===== src/rtl/alu_arbiter.sv =====
`default_nettype none
// ============================================================================
// Module      : alu_arbiter (with combinational sub-module alu)
// Description : Round-robin sharing of one ALU between NUM_REQ requesters,
//               with a single registered, ID-tagged response slot.
//               Optional macro ALU_ARB_ZERO_FLAG_EN adds output resp_zero.
// Revision    : 1.0 - initial release
// ============================================================================
module alu_arbiter #(
    parameter int NUM_REQ = 4,
    parameter int ID_W    = 2,
    parameter int DATA_W  = 32
) (
    input  logic                      clk,
    input  logic                      rst,
    input  logic [NUM_REQ-1:0]        req_valid,
    output logic [NUM_REQ-1:0]        req_ready,
    input  logic [NUM_REQ*DATA_W-1:0] req_a,
    input  logic [NUM_REQ*DATA_W-1:0] req_b,
    input  logic [NUM_REQ*4-1:0]      req_aluop,
    output logic                      resp_valid,
    input  logic                      resp_ready,
    output logic [ID_W-1:0]           resp_id,
    output logic [DATA_W-1:0]         resp_result
`ifdef ALU_ARB_ZERO_FLAG_EN
    ,
    output logic                      resp_zero
`endif
);

    typedef enum logic [0:0] {
        S_EMPTY = 1'b0,
        S_FULL  = 1'b1
    } state_t;

    localparam int c_PAD_W = 2 ** ID_W;

    state_t              state_q,       state_d;
    logic [ID_W-1:0]     rr_ptr_q,      rr_ptr_d;
    logic [ID_W-1:0]     resp_id_q,     resp_id_d;
    logic [DATA_W-1:0]   resp_result_q, resp_result_d;

    logic [c_PAD_W-1:0]  w_valid_pad;
    logic [ID_W:0]       w_scan;
    logic                w_found;
    logic [ID_W-1:0]     w_win_idx;
    logic                w_can_issue;
    logic                w_grant;
    logic [DATA_W-1:0]   w_op_a;
    logic [DATA_W-1:0]   w_op_b;
    logic [3:0]          w_op_code;
    logic [DATA_W-1:0]   w_alu_result;

    // Padding to a power of two lets the ID-wide scan index select directly;
    // the pad bits are always zero so unused IDs can never win.
    always_comb begin
        w_valid_pad                = '0;
        w_valid_pad[NUM_REQ-1:0]   = req_valid;
    end

    // Scan from rr_ptr upward, wrapping modulo NUM_REQ (not 2**ID_W).
    always_comb begin
        w_found   = 1'b0;
        w_win_idx = '0;
        w_scan    = '0;
        for (int k = 0; k < NUM_REQ; k++) begin
            w_scan = {1'b0, rr_ptr_q} + (ID_W+1)'(k);
            if (w_scan >= (ID_W+1)'(NUM_REQ)) begin
                w_scan = w_scan - (ID_W+1)'(NUM_REQ);
            end
            if (!w_found && w_valid_pad[w_scan[ID_W-1:0]]) begin
                w_found   = 1'b1;
                w_win_idx = w_scan[ID_W-1:0];
            end
        end
    end

    assign w_can_issue = (state_q == S_EMPTY) || resp_ready;
    assign w_grant     = w_found && w_can_issue && !rst;

    always_comb begin
        req_ready = '0;
        w_op_a    = '0;
        w_op_b    = '0;
        w_op_code = '0;
        for (int i = 0; i < NUM_REQ; i++) begin
            if (w_win_idx == ID_W'(i)) begin
                req_ready[i] = w_grant;
                w_op_a       = req_a[DATA_W*i +: DATA_W];
                w_op_b       = req_b[DATA_W*i +: DATA_W];
                w_op_code    = req_aluop[4*i +: 4];
            end
        end
    end

    alu u_alu (
        .a      (w_op_a),
        .b      (w_op_b),
        .aluop  (w_op_code),
        .result (w_alu_result)
    );

    always_comb begin
        state_d       = state_q;
        rr_ptr_d      = rr_ptr_q;
        resp_id_d     = resp_id_q;
        resp_result_d = resp_result_q;
        if (w_grant) begin
            state_d       = S_FULL;
            resp_id_d     = w_win_idx;
            resp_result_d = w_alu_result;
            if (w_win_idx == ID_W'(NUM_REQ - 1)) begin
                rr_ptr_d = '0;
            end else begin
                rr_ptr_d = w_win_idx + ID_W'(1);
            end
        end else if (state_q == S_FULL && resp_ready) begin
            state_d = S_EMPTY;
        end
    end

    always_ff @(posedge clk or posedge rst) begin
        if (rst) begin
            state_q       <= S_EMPTY;
            rr_ptr_q      <= '0;
            resp_id_q     <= '0;
            resp_result_q <= '0;
        end else begin
            state_q       <= state_d;
            rr_ptr_q      <= rr_ptr_d;
            resp_id_q     <= resp_id_d;
            resp_result_q <= resp_result_d;
        end
    end

    assign resp_valid  = (state_q == S_FULL);
    assign resp_id     = resp_id_q;
    assign resp_result = resp_result_q;

`ifdef ALU_ARB_ZERO_FLAG_EN
    logic resp_zero_q, resp_zero_d;

    // Captured alongside the result so it follows the slot under backpressure.
    always_comb begin
        resp_zero_d = resp_zero_q;
        if (w_grant) begin
            resp_zero_d = (w_alu_result == '0);
        end
    end

    always_ff @(posedge clk or posedge rst) begin
        if (rst) begin
            resp_zero_q <= 1'b0;
        end else begin
            resp_zero_q <= resp_zero_d;
        end
    end

    assign resp_zero = resp_zero_q;
`endif

endmodule

// ============================================================================
// Module      : alu
// Description : 32-bit combinational ALU shared by alu_arbiter.
// Revision    : 1.0 - initial release
// ============================================================================
module alu (
    input  logic [31:0] a,
    input  logic [31:0] b,
    input  logic [3:0]  aluop,
    output logic [31:0] result
);

    localparam logic [3:0] c_OP_ADD  = 4'b0000;
    localparam logic [3:0] c_OP_SLL  = 4'b0001;
    localparam logic [3:0] c_OP_SUB  = 4'b0010;
    localparam logic [3:0] c_OP_SLT  = 4'b0011;
    localparam logic [3:0] c_OP_XOR  = 4'b0100;
    localparam logic [3:0] c_OP_SRL  = 4'b0101;
    localparam logic [3:0] c_OP_OR   = 4'b0110;
    localparam logic [3:0] c_OP_AND  = 4'b0111;
    localparam logic [3:0] c_OP_SLTU = 4'b1000;
    localparam logic [3:0] c_OP_SRA  = 4'b1001;
    localparam logic [3:0] c_OP_PASB = 4'b1010;

    always_comb begin
        result = a;
        case (aluop)
            c_OP_ADD:  result = a + b;
            c_OP_SLL:  result = a << b[4:0];
            c_OP_SUB:  result = a - b;
            c_OP_SLT:  result = {31'd0, $signed(a) < $signed(b)};
            c_OP_XOR:  result = a ^ b;
            c_OP_SRL:  result = a >> b[4:0];
            c_OP_OR:   result = a | b;
            c_OP_AND:  result = a & b;
            c_OP_SLTU: result = {31'd0, a < b};
            c_OP_SRA:  result = $unsigned($signed(a) >>> b[4:0]);
            c_OP_PASB: result = b;
            default:   result = a;
        endcase
    end

endmodule
`default_nettype wire


===== config.mk =====
export PLATFORM = sky130hd
export DESIGN_NAME = alu_arbiter
export DESIGN_NICKNAME = d
export VERILOG_FILES = /design/src/rtl/alu_arbiter.sv
export SDC_FILE = /design/constraint.sdc
export NUM_CORES = 1
export LEC_CHECK = 0
export BUFFER_PORTS_ARGS = -buffer_cell sky130_fd_sc_hd__buf_4
export CAP_MARGIN = 20
export CORE_ASPECT_RATIO = 0.75
export CORE_UTILIZATION = 29
export DETAILED_ROUTE_END_ITERATION = 10
export SETUP_SLACK_MARGIN = 0.5
export SYNTH_ARGS = -nofsm -noshare
export SYNTH_HDL_FRONTEND = slang
export SYNTH_SLANG_ARGS = --single-unit

===== constraint.sdc =====
create_clock -name clk -period 7.4 [get_ports clk]
set_clock_uncertainty 0.15 [all_clocks]
set_input_delay 1.85 -clock clk [delete_from_list [all_inputs] [get_ports clk]]
set_output_delay 1.85 -clock clk [all_outputs]
set_load 0.02 [all_outputs]

==> flow_metrics.tcl <==
set metrics [dict create \
    wire_per_inst_um 29.54 \
    dp_hpwl_mm 70.16 \
    grt_overflow_total 0 \
    die_area_um2 46490 \
    placed_cell_area_um2 17510 \
    fill_cells 4726 \
    core_area_um2 44850 \
    cts-root-buf "clkbuf_16" \
    cts_tree "done" \
    avgViaCountPerCell 6.310 \
    max-cap-violations 0 \
    final_layout_size_suffix_gt1_share_pct 31.26 \
    grt_util_all_layers_pct 35.88 \
    globalplace.congestion 1.017 \
    drt_wl_total_mm 87.95 \
    fmax_mhz 146.3 \
    finalCriticalPeriod_ns 6.834 \
    die_w_um 248.6 \
    setup_viol_count_final 0 \
    outcome "finished, final reports clean" \
    rows 67 \
    cp.arrival_ns 6.90 \
    syn_area_um2 13230 \
    final_area_um2 18330 \
    cts.clk_slew.worst_paths_ns 0.08 \
    antenna_left 0 \
    finalHoldViolations 0 \
    ctsHoldBuffers 0 \
    numPortBuffers 317 \
    htree_levels 2 \
    worstMarginPinSlew_ns 0.9876 \
    start_util_pct 29.50 \
    syn_area_per_cell_um2 6.713 \
    via_count 18790 \
    cts_buffers 5 \
    synth_edf_count 0 \
    grt_max_degree 67 \
    synth_ff_type "dfrtp_1" \
    antenna_found_initial 4 \
    critPathKind "in2reg" \
    holdPathStages 2 \
    cpMaxStageDelayCell "or3_1" \
    required_ns 7.46 \
    critPathCaptureType "flop" \
    hold_path_class "reg2reg" \
    synth.distinct_cells 86 \
    synth_fp_nets 2353 \
    cts.sinks 37 \
    firstDrtPassIters 7 \
    slowest_delay_ns 0.39 \
    syn2layout_area_growth_pct 38.52 \
    clock_path_buffers 2 \
    die_h_um 187.0 \
    reg2reg_depth 25 \
    drt_iter0_markers 2334 \
    synthCells 1971 \
    slew_viol_final 0 \
    startpoint_type "primary input" \
    rsz0062_at_grt "yes" \
    drc 0 \
    clk_latency_ns 0.32 \
    grt_pass1_wl_mm 124.3 \
    max-slew-margin-rel_pct 32.27 \
    timing.final.crit_share_pct 92.36 \
    synth_seq_area_share_pct 6.998 \
    pin_count 318 \
    ys_seq_elements 37 \
    async_flop_share_pct 100.0 \
    grt_pass1_vias 17800 \
    critPathMaxFanout 8 \
    yosys_warnings 0 \
    nets 2771 \
]
==> per-stage QoR <==
stage          std cells  util, %  hold slack (ns)  setup slack [ns]  setup TNS, ns
2_1_floorplan       1971        -           0.3625            0.4516              0
3_3_place_gp        2944    39.04           0.3383           -0.2154        -0.2789
3_5_place_dp        2944    39.04           0.3498           -0.1991        -0.3704
4_1_cts             2953    39.58           0.3701            0.4974              0
5_1_grt             2976    40.86           0.3953            0.4195              0
6_report            2977    40.87           0.3840            0.5656              0
==> timing repair <==
action	CTS	global route
gates cloned	0	1
setup buffers	1	22
pin swaps	1	25
hold endpoints to repair	0	0
setup endpoints to repair	14	24
gates resized for setup	12	77
==> layout by cell type (no fill, tap or decap), drive strengths merged, types with 8 or more instances in the layout <==
master,n
o31ai,10
o211ai,54
o21bai,17
buf,581
nor2,186
nand2b,15
nand4,13
a2111oi,13
or3,9
dfrtp,37
nor3,59
a31oi,28
ha,101
xnor2,14
mux2i,108
and3,8
o221ai,51
nor2b,24
nand3,67
a21o,13
o32ai,12
mux2,33
o21ai,126
and2,11
nor4,24
or2,9
nand2,213
a22oi,25
a211oi,44
a221oi,37
a221o,9
inv,100
o2111ai,11
a21oi,202
o22ai,28
clkbuf,8
==> metal layers <==
metal	global-route usage, %	wire [um]	up-vias
li1	-	-	8267
met1	49.83	37200	9053
met2	53.95	37190	1301
met3	9.574	10520	163
met4	10.20	3022	2
met5	0	11	-
==> area by class of cell <==
| class | instances | area (um^2) | area share (%) |
|---|---|---|---|
| timing repair buffer | 584 | 4544 | 24.79 |
| multi-input combinational | 1660 | 11540 | 62.99 |
| antenna | 1 | 2.502 | 0.01365 |
| inverter | 101 | 387.9 | 2.116 |
| clock buffer | 5 | 125.1 | 0.6826 |
| sequential | 37 | 925.9 | 5.052 |
| tap | 586 | 733.2 | 4.000 |
| clock inverter | 3 | 65.06 | 0.3550 |
==> cells in the mapped netlist (7+ instances only) <==
| master | instances | area (um^2) |
|---|---|---|
| a2111oi_0 | 12 | 105.1 |
| nor4_1 | 21 | 131.4 |
| buf_4 | 15 | 112.6 |
| mux2_2 | 30 | 337.8 |
| mux2i_1 | 106 | 1061 |
| o21bai_1 | 17 | 127.6 |
| o31ai_1 | 10 | 75.07 |
| a22oi_1 | 25 | 187.7 |
| xnor2_1 | 14 | 122.6 |
| nand4_1 | 13 | 81.33 |
| a31oi_1 | 28 | 175.2 |
| a211oi_1 | 40 | 300.3 |
| a221oi_1 | 35 | 306.5 |
| buf_2 | 47 | 235.2 |
| a21oi_1 | 201 | 1006 |
| o211ai_1 | 54 | 405.4 |
| nor2_1 | 183 | 686.9 |
| o21ai_0 | 120 | 600.6 |
| buf_1 | 21 | 78.83 |
| and3_1 | 8 | 50.05 |
| or3_1 | 9 | 56.30 |
| a22o_1 | 7 | 61.31 |
| nand2b_1 | 15 | 93.84 |
| ha_1 | 101 | 1264 |
| o22ai_1 | 28 | 175.2 |
| o221ai_2 | 15 | 225.2 |
| buf_6 | 7 | 78.83 |
| and2_1 | 10 | 62.56 |
| inv_1 | 97 | 364.1 |
| o2111ai_1 | 11 | 96.34 |
| nor3_1 | 59 | 295.3 |
| a21o_1 | 13 | 97.59 |
| nand3_1 | 67 | 335.3 |
| o221ai_1 | 35 | 306.5 |
| o32ai_1 | 12 | 105.1 |
| dfrtp_1 | 37 | 925.9 |
| nor2b_1 | 24 | 150.1 |
| a221o_1 | 9 | 90.09 |
| clkbuf_1 | 83 | 311.6 |
| o221a_2 | 7 | 78.83 |
| nand2_1 | 213 | 799.5 |
==> sequential cells by signal, summed over array words and instances (netlist names) <==
name	count
resp_valid	1
rr_ptr_q	2
resp_result	32
resp_id	2
==> cell families (layout without fill, tap and decap cells) <==
logic type      Yosys count  count (layout)  share of synthesized area [%]
compound gates          749             749                          39.22
xor+xnor                 14              14                         0.9267
fa+ha+maj               103             103                          9.853
buf+inv                 274             693                          9.059
flops                    37              37                          6.998
mux                     142             142                          11.37
other cells               0               1                              0
simple gates            652             652                          22.58
==> final timing paths <==
check	from	slack, ns	end
setup reg to reg	rr_ptr_q[0]	1.73	resp_result[26]
setup / recovery	req_valid[0]	0.57	resp_result[26]
min in group asynchronous	rst	1.59	resp_valid
max in group asynchronous	rst	5.01	resp_result[12]
hold / removal	resp_id[0]	0.38	resp_id[0]
hold reg to reg	resp_id[0]	0.38	resp_id[0]
==> critical path: cells and delay by family <==
family                     cells  cell delay, ns
AOI/OAI and AO/OA              9            1.78
and+or+nand+nor                8            1.76
adders and majority gates      3            0.72
buffers and inverters          6            0.61
xor gates and xnor gates       1            0.16
Power is left out: the tool's default activity adds up to more than one toggle a clock period on the data nets, which glitch-free logic cannot reach.
